$ cat src/rtl/freq_divider_20bit.sv
// Free-running binary divider: /2^WIDTH square wave on MSB, selectable tap, terminal-count flag,
// MSB rising-edge pulse and a BLINK output toggling once per MSB period.
module freq_divider_20bit #(
    parameter int unsigned WIDTH = 20
) (
    input  logic             CLOCK,
    input  logic             RESET,
    input  logic             EN,
    input  logic             CLR,
    input  logic [4:0]       TAP_SEL,
    output logic [WIDTH-1:0] COUNT,
    output logic             MSB,
    output logic             TAP_OUT,
    output logic             TC,
    output logic             MSB_RISE,
    output logic             BLINK
);

    logic [WIDTH-1:0] r_count;
    logic [WIDTH-1:0] w_count_d;
    logic             r_msb_d;
    logic             r_blink;
    logic             w_blink_d;
    logic [31:0]      w_count_ext;

    always_ff @(posedge CLOCK or negedge RESET) begin
        if (!RESET) begin
            r_count <= '0;
            r_msb_d <= 1'b0;
            r_blink <= 1'b0;
        end else begin
            r_count <= w_count_d;
            r_msb_d <= r_count[WIDTH-1];
            r_blink <= w_blink_d;
        end
    end

    always_comb begin
        w_count_d = r_count;
        if (CLR) begin
            w_count_d = '0;
        end else if (EN) begin
            w_count_d = r_count + WIDTH'(1);
        end
    end

    always_comb begin
        w_blink_d = r_blink;
        if (MSB_RISE) begin
            w_blink_d = ~r_blink;
        end
    end

    // Zero-extend so any TAP_SEL at or above WIDTH reads a constant 0.
    assign w_count_ext = 32'(r_count);

    assign COUNT    = r_count;
    assign MSB      = r_count[WIDTH-1];
    assign TAP_OUT  = w_count_ext[TAP_SEL];
    assign TC       = (&r_count) & EN & ~CLR;
    assign MSB_RISE = r_count[WIDTH-1] & ~r_msb_d;
    assign BLINK    = r_blink;

endmodule

$ cat config.mk
export PLATFORM = sky130hd
export DESIGN_NAME = freq_divider_20bit
export DESIGN_NICKNAME = d
export VERILOG_FILES = /design/src/rtl/freq_divider_20bit.sv
export SDC_FILE = /design/constraint.sdc
export NUM_CORES = 1
export LEC_CHECK = 0
export ABC_CLOCK_PERIOD_IN_PS = 1500
export BUFFER_PORTS_ARGS = -buffer_cell sky130_fd_sc_hd__buf_2
export CAP_MARGIN = 20
export CORE_MARGIN = 1.5
export CORE_UTILIZATION = 39
export DETAILED_ROUTE_END_ITERATION = 6
export HOLD_SLACK_MARGIN = 0.02
export PLACE_DENSITY_LB_ADDON = 0.3
export SYNTH_ARGS = -nofsm -noshare
export SYNTH_HDL_FRONTEND = slang
export SYNTH_SLANG_ARGS = --single-unit
$ cat constraint.sdc
create_clock -name CLOCK -period 1.5 [get_ports CLOCK]
set_input_delay 0 -clock CLOCK [delete_from_list [all_inputs] [get_ports CLOCK]]
set_output_delay 0 -clock CLOCK [all_outputs]
set_load 0.03 [all_outputs]
==> flow_summary.json, run 1 <==
{
  "setup-tns-final_ns": -0.4612,
  "die_h_um": 60.21,
  "io_buffers": 33,
  "p_per_area_nw_per_um2": 649.8,
  "worstMarginPinSlew_ns": 0.5201,
  "io_pins": 34,
  "cp_slowest_cell": "mux4_2",
  "drc": 0,
  "grt_pass1_vias": 1161,
  "hold_violations": 0,
  "synthCells": 124,
  "worst_setup_path_start_kind": "flip-flop",
  "status": "finished with violations",
  "switching_power_w": 0.0002871,
  "cts_root_buffer": "clkbuf_4",
  "die_w_um": 60.21,
  "avgSynthCellArea_um2": 10.29,
  "async_reset_ff_share_pct": 100.0,
  "htree_levels": 1,
  "hold_path.class": "in -> reg",
  "placed_area_um2": 1639,
  "placedCellCount": 211,
  "setup.worst_path.end_class": "output pin",
  "grt_antenna_before_repair": 0,
  "cap_violations": 0,
  "cts.sinks": 22,
  "ys_warn_count": 0,
  "ys_top_cells_by_area": "dfrtp_1 43%, xor2_1 7.5%, mux4_2 7.1%, nor2_1 5.6%, mux2i_1 3.9%",
  "ys_seq_area_share_pct": 43.14,
  "clkTransAtPathRegs_ns": 0.14,
  "detail_route.wl_per_cell_um": 15.15,
  "ys_seq_elements": 22,
  "irDropWorstVdd_uv": 332.8,
  "final_antenna_net_count": 0,
  "routed_wirelength_um": 3455,
  "p_seq_share_pct": 50.1,
  "core_um2": 3078,
  "drt_iter0_markers": 28,
  "p_leak_nw": 0.9388,
  "fin_crit_sh_pct": 119.4,
  "switching_share_pct": 23.78,
  "hpwl_um": 2376,
  "clockBufferDepth": 2,
  "worstPathArrival_ns": 1.79,
  "rsz0062_at_grt": "yes",
  "yosys_most_used_dff": "dfrtp_1",
  "dieArea_um2": 3625,
  "viasPerCell": 5.167,
  "globalplace.congestion": 0.8040,
  "dr_total_vias": 1178,
  "netlist_area_um2": 1276,
  "rrSetupSlack_ns": 0.02,
  "grt_overflow": 0,
  "stdcell_count": 228,
  "finalMaxSlewViolations": 0,
  "tritoncts": "done",
  "synth-edff-count": 0,
  "path_max_fanout": 4,
  "fin_area_um2": 1858,
  "clock_insertion_delay_worst_skew_ns": 0.32,
  "critPathKind": "reg -> out",
  "grt_pass1_wl_um": 5340,
  "dr.pass1.iters": 4,
  "period_minus_slack_ns": 1.791,
  "violations": "negative setup slack",
  "p_comb_share_pct": 10.3,
  "finalSetupViolations": 2,
  "path_cells": "mux4_2, nand2b_4, nand4b_1, o311ai_2, buf_4",
  "grt_start_max_net_pins": 23,
  "critPathTopFamily": "multiplexers",
  "cp_num_buf_inv": 1,
  "synth_top_area_share_pct": 43.14,
  "p_clk_share_pct": 39.6,
  "cts_buffers": 3,
  "timing.final.ws_setup_ns": -0.2909,
  "cp.required_ns": 1.50,
  "n_antenna_cell": 0,
  "drive_gt1_share_pct": 55.98,
  "area_growth_pct": 45.59,
  "utilization_pct": 60.37,
  "critPathMaxStageDelay_ns": 0.47,
  "track_usage_pct": 20.32,
  "nets": 195,
  "synth_fp_nets": 134,
  "slew_headroom_pct": 65.33,
  "initial_core_util_pct": 41.46,
  "finClkSkew_ns": 0.005288,
  "fmax_ghz": 0.5584,
  "synth_area_leader_cell": "dfrtp_1",
  "p_int_w": 0.0009202,
  "rows": 20,
  "ys_types": 34
}
-- worst reg2reg max path, stage by stage, from the launching register on --
cell and delay, ns:
dfrtp_2 0.41, and4_1 0.21, buf_4 0.11, and4_4 0.25, nand4_4 0.10, mux2_4 0.31
-- power groups by stage --
| stage | sequential, W | clock [W] | combinational [W] |
|---|---|---|---|
| floorplan | 0.000629 | 0 | 0.0000475 |
| global placement | 0.000617 | 0 | 0.000104 |
| detailed placement | 0.000617 | 0 | 0.000106 |
| CTS | 0.000604 | 0.000472 | 0.000123 |
| global route | 0.000606 | 0.000503 | 0.000134 |
| finish | 0.000605 | 0.000478 | 0.000124 |
-- cells in the final DEF (no fill, tap or decap), types with 2 or more instances in the layout --
cell,instances
nor4_4,2
and4_4,2
buf_4,29
nand3_1,6
mux4_2,4
dlygate4sd3_1,2
nor2b_1,4
xor2_1,11
mux2i_1,4
nor2_1,19
nand2b_1,2
nand2_1,4
buf_2,31
nand4_1,5
a21oi_1,2
dfrtp_2,15
dfrtp_1,7
xnor2_1,3
clkbuf_4,3
and3_1,3
nand3_2,2
mux2_4,2
-- per-layer routing --
| layer | global-route usage (%) | part of all wire, % | up-vias |
|---|---|---|---|
| met4 | 7.302 | 0.98 | 0 |
| li1 | - | - | 561 |
| met2 | 36.02 | 51 | 32 |
| met1 | 25.00 | 44 | 581 |
| met3 | 2.597 | 3.6 | 4 |
| met5 | 0 | 0 | - |
-- cell usage after synthesis (all sizes together) (3+ instances only) --
cell type	instances
and3	3
mux2i	5
nand4	6
nand3	8
nor2	19
nand2b	3
and4	3
a21oi	3
dfrtp	22
xor2	11
mux4	4
xnor2	3
nor2b	4
buf	6
nand2	5
-- worst paths after layout --
| check | startpoint | endpoint | depth (start not counted) |
|---|---|---|---|
| max | COUNT[14]$_DFFE_PN0P_ | TAP_OUT | 5 |
| min reg2reg | BLINK$_DFFE_PN0P_ | BLINK$_DFFE_PN0P_ | 1 |
| min in group asynchronous | RESET | COUNT[18]$_DFFE_PN0P_ | 2 |
| max in group asynchronous | RESET | COUNT[5]$_DFFE_PN0P_ | 2 |
| min | EN | COUNT[0]$_DFFE_PN0P_ | 3 |
| max reg2reg | COUNT[7]$_DFFE_PN0P_ | COUNT[17]$_DFFE_PN0P_ | 5 |
-- flip-flops by register name, indices dropped and copies added (netlist names) --
| name | count |
|---|---|
| BLINK | 1 |
| COUNT | 20 |
| r_msb_d | 1 |
-- per-stage QoR --
| stage | hold slack [ns] | total power [W] | worst slack, ns |
|---|---|---|---|
| floorplan | -0.2956 | 0.0006762 | -0.1320 |
| global placement | -0.01009 | 0.0007211 | 0.06343 |
| detailed placement | 0.001790 | 0.0007236 | 0.02901 |
| CTS | 0.02108 | 0.001199 | -0.2657 |
| global route | 0.03787 | 0.001244 | -0.3743 |
| finish | 0.02616 | 0.001207 | -0.2909 |
-- cell families (layout without fill, tap and decap cells) --
logic type	count (synthesis)	in the layout	share of synthesized area, %
compound gates	10	10	5.588
xor+xnor	14	14	9.608
fa+ha+maj	1	1	0.9802
buf+inv	8	68	3.430
flops	22	22	43.14
mux	11	11	13.04
simple gates	58	58	24.22
-- area by class of cell --
| class | instances | area [um2] |
|---|---|---|
| clock buffer | 3 | 22.52 |
| clock inverter | 1 | 30.03 |
| fill | 266 | 1220 |
| inverter | 1 | 3.754 |
| multi-input combinational | 94 | 773.2 |
| sequential | 22 | 569.3 |
| tap | 44 | 55.05 |
| timing repair buffer | 63 | 404.1 |
-- repair_timing --
action / 4_1_cts / 5_1_grt
gates resized for setup: 9 / 7
setup endpoints to repair: 2 / 7
buffers inserted: 8 / 3
gates cloned: 0 / 0
hold buffers: 2 / 0
pin swaps: 7 / 4
hold endpoints to repair: 26 / 0
No activity file was read; power rests on OpenSTA's default activity.
==> inputs of run 2 (changes only) <==
Settings changed: CORE_UTILIZATION 39 to 40.
==> run 2 against run 1 <==
Net effect: the flow still finishes with violations (negative setup slack); count of clock-buffer cells in the layout increased by 1; clock skew increased by 0.0015 ns; core utilization decreased by 0.86 points; maximum frequency increased by 4.3%; critical path depth decreased by 1; critical path type unchanged; critical endpoint unchanged.
==> flow_summary.json, run 2 (synthesis results as in run 1) <==
{
  "worstMarginPinSlew_ns": 0.4968,
  "tritoncts": "done",
  "hpwl_um": 2380,
  "fmax_ghz": 0.5826,
  "detail_route.wl_per_cell_um": 14.48,
  "io_pins": 34,
  "critPathKind": "reg -> out",
  "routed_wirelength_um": 3302,
  "clkTransAtPathRegs_ns": 0.12,
  "grt_antenna_before_repair": 0,
  "fillers": 280,
  "p_per_area_nw_per_um2": 554.7,
  "dieArea_um2": 3538,
  "timing.final.ws_setup_ns": -0.2164,
  "nets": 195,
  "rows": 20,
  "path_max_fanout": 3,
  "track_usage_pct": 19.20,
  "layout_common_cells": "31 x buf_2, 27 x buf_4, 19 x nor2_1, 15 x dfrtp_2, 11 x xor2_1",
  "hold_ws_ns": 0.03435,
  "holdCritStartpoint": "EN",
  "p_leak_nw": 0.9243,
  "irDropWorstVdd_uv": 415.5,
  "drc": 0,
  "viasPerCell": 5.149,
  "worstPathArrival_ns": 1.72,
  "p_comb_share_pct": 12.2,
  "worst_hold_path.num_cells": 3,
  "finalMaxSlewViolations": 0,
  "core_um2": 3053,
  "violations": "negative setup slack",
  "setup.worst_path.start": "COUNT[5]$_DFFE_PN0P_",
  "switching_share_pct": 25.30,
  "drt_iter0_markers": 32,
  "die_h_um": 59.49,
  "worst_setup_path_start_kind": "flip-flop",
  "globalplace.congestion": 0.7919,
  "largest_reg_flops": 20,
  "p_total_w": 0.001008,
  "finClkSkew_ns": 0.006823,
  "cts.sinks": 22,
  "hold_path.class": "in -> reg",
  "switching_power_w": 0.0002550,
  "setup-tns-final_ns": -0.3103,
  "dr_total_vias": 1174,
  "setup.worst_path.end_class": "output pin",
  "pre_cts_slack_ns": 0.02278,
  "fin_crit_sh_pct": 114.4,
  "clock_insertion_delay_worst_skew_ns": 0.30,
  "slew_headroom_pct": 66.88,
  "grt_pass1_wl_um": 5016,
  "period_minus_slack_ns": 1.716,
  "cts_buffers": 3,
  "hold_violations": 0,
  "dr.pass1.iters": 4,
  "io_buffers": 33,
  "grt_pass1_vias": 1111,
  "cp.required_ns": 1.50,
  "htree_levels": 1,
  "drive_gt1_share_pct": 53.80,
  "r2r_start": "COUNT[14]$_DFFE_PN0P_",
  "area_growth_pct": 42.35,
  "p_seq_share_pct": 59.9,
  "p_clk_share_pct": 27.9,
  "initial_core_util_pct": 41.80,
  "layout_commonest_cell": "buf_2",
  "grt_overflow": 0,
  "cap_violations": 0,
  "reg2regPathDepth": 7,
  "n_antenna_cell": 0,
  "finalSetupViolations": 3,
  "grt_start_max_net_pins": 23,
  "cts_root_buffer": "clkbuf_4",
  "rsz0062_at_grt": "yes",
  "status": "finished with violations",
  "clockBufferDepth": 2,
  "p_int_w": 0.0007528,
  "final_antenna_net_count": 0,
  "die_w_um": 59.49
}
==> run 2: critical path, stage by stage (launching register included) <==
cell and delay [ns]:
dfrtp_2 0.44, mux4_2 0.49, mux2i_2 0.20, o311ai_2 0.10
buf_4 0.18
==> run 2: final timing paths <==
kind                                    endpoint  slack [ns]
setup / recovery                         TAP_OUT       -0.22
hold / removal              COUNT[0]$_DFFE_PN0P_        0.03
setup reg to reg           COUNT[19]$_DFFE_PN0P_           0
hold reg to reg                BLINK$_DFFE_PN0P_        0.49
max in group asynchronous  COUNT[11]$_DFFE_PN0P_        0.96
min in group asynchronous      r_msb_d$_DFF_PN0_        0.18
==> run 2: metal layers <==
metal	vias up	wire length, um	track usage, %
met4	0	19	6.494
met5	-	0	0
met1	572	1386	23.96
met3	2	169	2.183
li1	562	-	-
met2	38	1726	34.07
==> run 2: cell type report <==
| type | count | area (um2) | share of cell area, % |
|---|---|---|---|
| Tap cell | 44 | 55.05 | 3.030 |
| Clock buffer | 4 | 26.28 | 1.446 |
| Inverter | 1 | 3.754 | 0.2066 |
| Multi-Input combinational cell | 94 | 750.7 | 41.32 |
| Timing Repair Buffer | 63 | 411.6 | 22.66 |
| Sequential cell | 22 | 569.3 | 31.34 |
==> run 2: what timing repair did <==
item / CTS / global route
pin swaps: 3 / 3
hold buffers: 2 / 0
setup endpoints to repair: 5 / 7
hold endpoints to repair: 26 / 0
gates resized for setup: 12 / 3
buffers inserted: 10 / 1
==> run 2: power by group through the flow <==
stage / clock [W] / sequential (W) / combinational, W
floorplan: 0 / 0.000629 / 0.0000475
global placement: 0 / 0.000617 / 0.000103
detailed placement: 0 / 0.000618 / 0.000106
CTS: 0.000288 / 0.000604 / 0.000124
global route: 0.000308 / 0.000605 / 0.000133
finish: 0.000281 / 0.000604 / 0.000123
==> run 2: metrics by stage <==
stage / instance area (um2) / std cells / util, %
2_1_floorplan: 1331 / 124 / -
3_3_place_gp: 1639 / 211 / 53.69
3_5_place_dp: 1639 / 211 / 53.69
4_1_cts: 1804 / 227 / 59.10
5_1_grt: 1817 / 228 / 59.51
6_report: 1817 / 228 / 59.51
==> inputs of run 3 (changes only) <==
Settings changed: ABC_AREA set to 1, GPL_ROUTABILITY_DRIVEN set to 0.
==> run 3 against run 2 <==
Net effect: via count rose by 34%; total power rose by 13%; sequential power rose by 1%; cell area rose by 13%; synthesized cell count rose by 72%; the flow still finishes with violations (negative setup slack).
==> flow_summary.json, run 3 <==
{
  "cts_root_buffer": "clkbuf_4",
  "violations": "negative setup slack",
  "n_antenna_cell": 0,
  "grt_overflow": 0,
  "path_cells": "ha_4, nand3_4, nor4_4, buf_4",
  "grt_antenna_before_repair": 0,
  "rows": 21,
  "ys_warn_count": 0,
  "fin_area_um2": 2046,
  "p_comb_share_pct": 16.0,
  "placed_area_um2": 1703,
  "period_minus_slack_ns": 1.530,
  "timing.final.ws_setup_ns": -0.02954,
  "finalSetupViolations": 2,
  "io_pins": 34,
  "ys_top_cells_by_area": "dfrtp_1 38%, nand2_1 15%, nor2_1 7.6%, inv_1 7.3%, nand3_1 6.6%",
  "synth-edff-count": 0,
  "drt_iter0_markers": 72,
  "rsz0062_at_grt": "yes",
  "p_clk_share_pct": 30.3,
  "drc": 0,
  "critPathMaxStageDelay_ns": 0.43,
  "io_buffers": 33,
  "track_usage_pct": 20.79,
  "irDropWorstVdd_uv": 386.5,
  "netlist_area_um2": 1440,
  "timing.rr.end": "COUNT[18]$_DFFE_PN0P_",
  "layout_common_cells": "57 x nand2_1, 31 x buf_2, 27 x nor2_1, 25 x buf_4, 22 x inv_1",
  "switching_share_pct": 27.92,
  "clkTransAtPathRegs_ns": 0.14,
  "ys_seq_elements": 22,
  "p_leak_nw": 1.069,
  "detail_route.wl_per_cell_um": 12.25,
  "p_int_w": 0.0008225,
  "worstPathArrival_ns": 1.53,
  "grt_pass1_wl_um": 6582,
  "async_reset_ff_share_pct": 100.0,
  "avgSynthCellArea_um2": 6.761,
  "synth_top_area_share_pct": 38.23,
  "yosys_most_used_dff": "dfrtp_1",
  "setup.worst_path.end_class": "output pin",
  "hpwl_um": 2745,
  "cp.required_ns": 1.50,
  "reg2regPathDepth": 8,
  "dr_total_vias": 1578,
  "finClkSkew_ns": 0.01255,
  "hold_path.class": "in -> async",
  "largest_reg_flops": 20,
  "grt_start_max_net_pins": 23,
  "synth_fp_nets": 223,
  "synth_commonest_cells": "59 x nand2_1, 29 x nor2_1, 28 x inv_1",
  "grt_pass1_vias": 1438,
  "slew_headroom_pct": 64.99,
  "cap_violations": 0,
  "tritoncts": "done",
  "worstMarginPinSlew_ns": 0.5246,
  "cts.sinks": 22,
  "nets": 289,
  "status": "finished with violations",
  "viasPerCell": 4.870,
  "synthCells": 213,
  "fmax_ghz": 0.6538,
  "initial_core_util_pct": 42.49,
  "cp_slowest_cell": "dfrtp_2",
  "area_growth_pct": 42.05,
  "die_w_um": 63,
  "switching_power_w": 0.0003185,
  "htree_levels": 1,
  "p_per_area_nw_per_um2": 557.8,
  "core_um2": 3390,
  "rrSetupSlack_ns": 0.09,
  "finalMaxSlewViolations": 0,
  "worst_setup_path_start_kind": "flip-flop",
  "p_seq_share_pct": 53.7,
  "clock_insertion_delay_worst_skew_ns": 0.32,
  "hold_violations": 0,
  "clockBufferDepth": 2,
  "dieArea_um2": 3969,
  "cts_buffers": 3,
  "synth.most_common_cell": "nand2_1",
  "layout_commonest_cell": "nand2_1",
  "fin_crit_sh_pct": 102.0,
  "final_antenna_net_count": 0,
  "synth_area_leader_cell": "dfrtp_1",
  "die_h_um": 63,
  "routed_wirelength_um": 3969,
  "r2r_start": "COUNT[1]$_DFFE_PN0P_",
  "ys_seq_area_share_pct": 38.23,
  "critPathKind": "reg -> out",
  "dr.pass1.iters": 5,
  "setup-tns-final_ns": -0.03826,
  "utilization_pct": 60.35,
  "path_max_fanout": 2,
  "ys_types": 27,
  "drive_gt1_share_pct": 37.05
}
-- run 3: routing by layer --
layer	vias to the layer above	wire, um	GRT usage [%]
met5	-	0	0
met4	0	44	6.667
met3	7	188	3.423
met2	48	1906	33.78
met1	718	1830	28.12
li1	805	-	-
-- run 3: final cells by class --
type	count	area [um2]
multi-input cells	156	837.1
inverters	31	118.9
repair buffers	65	437.9
fillers	328	1344
clock buffers	4	36.28
well taps	46	57.56
flip-flops and latches	22	558.0
-- run 3: kinds of logic (layout without fill, tap and decap cells) --
logic type      after synthesis  in the layout  synth area share (%)
simple gates                129            129                 41.35
buf+inv                      35            100                 9.557
compound gates               25             25                 9.383
flops                        22             22                 38.23
fa+ha+maj                     1              1                0.8687
xor+xnor                      1              1                0.6083
-- run 3: worst max path at each step --
stage                                from               endpoint  slack, ns  cells past startpoint
finish               COUNT[1]$_DFFE_PN0P_                     TC      -0.03                      4
global route         COUNT[5]$_DFFE_PN0P_                     TC      -0.17                      5
CTS                  COUNT[8]$_DFFE_PN0P_                TAP_OUT      -0.03                     10
detailed placement   COUNT[0]$_DFFE_PN0P_  COUNT[18]$_DFFE_PN0P_       0.05                      8
global placement     COUNT[1]$_DFFE_PN0P_  COUNT[18]$_DFFE_PN0P_       0.09                      8
floorplan           COUNT[11]$_DFFE_PN0P_                     TC      -0.11                      4
-- run 3: power by group through the flow --
stage               clock (W)  combinational (W)  sequential, W
global route         0.000387           0.000201       0.000614
detailed placement          0           0.000146       0.000623
global placement            0           0.000146       0.000623
CTS                  0.000363           0.000171       0.000613
finish               0.000346           0.000182       0.000613
floorplan                   0          0.0000677       0.000642
-- run 3: repair_timing --
item | CTS | global route
resized for setup | 21 | 12
hold buffers | 4 | 1
pin swaps | 12 | 9
endpoints found under the setup margin | 2 | 8
gates cloned | 0 | 0
setup buffers | 12 | 9
endpoints found under the hold margin | 25 | 1
-- run 3: worst max-delay path, delay by kind of cell (launching register included) --
kind / cells / cell delay, ns
flops: 1 / 0.43
simple gates: 2 / 0.42
buf+inv: 1 / 0.20
fa+ha+maj: 1 / 0.16
-- run 3: metrics by stage --
| stage | worst slack (ns) | hold WS (ns) | std cells | power (W) |
|---|---|---|---|---|
| detailed placement | 0.04825 | 0.004504 | 295 | 0.0007693 |
| global placement | 0.08706 | 0.002479 | 295 | 0.0007685 |
| finish | -0.02954 | 0.1538 | 324 | 0.001141 |
| CTS | -0.02760 | 0.03342 | 314 | 0.001147 |
| floorplan | -0.1057 | -0.2956 | 213 | 0.0007101 |
| global route | -0.1668 | 0.1862 | 324 | 0.001202 |
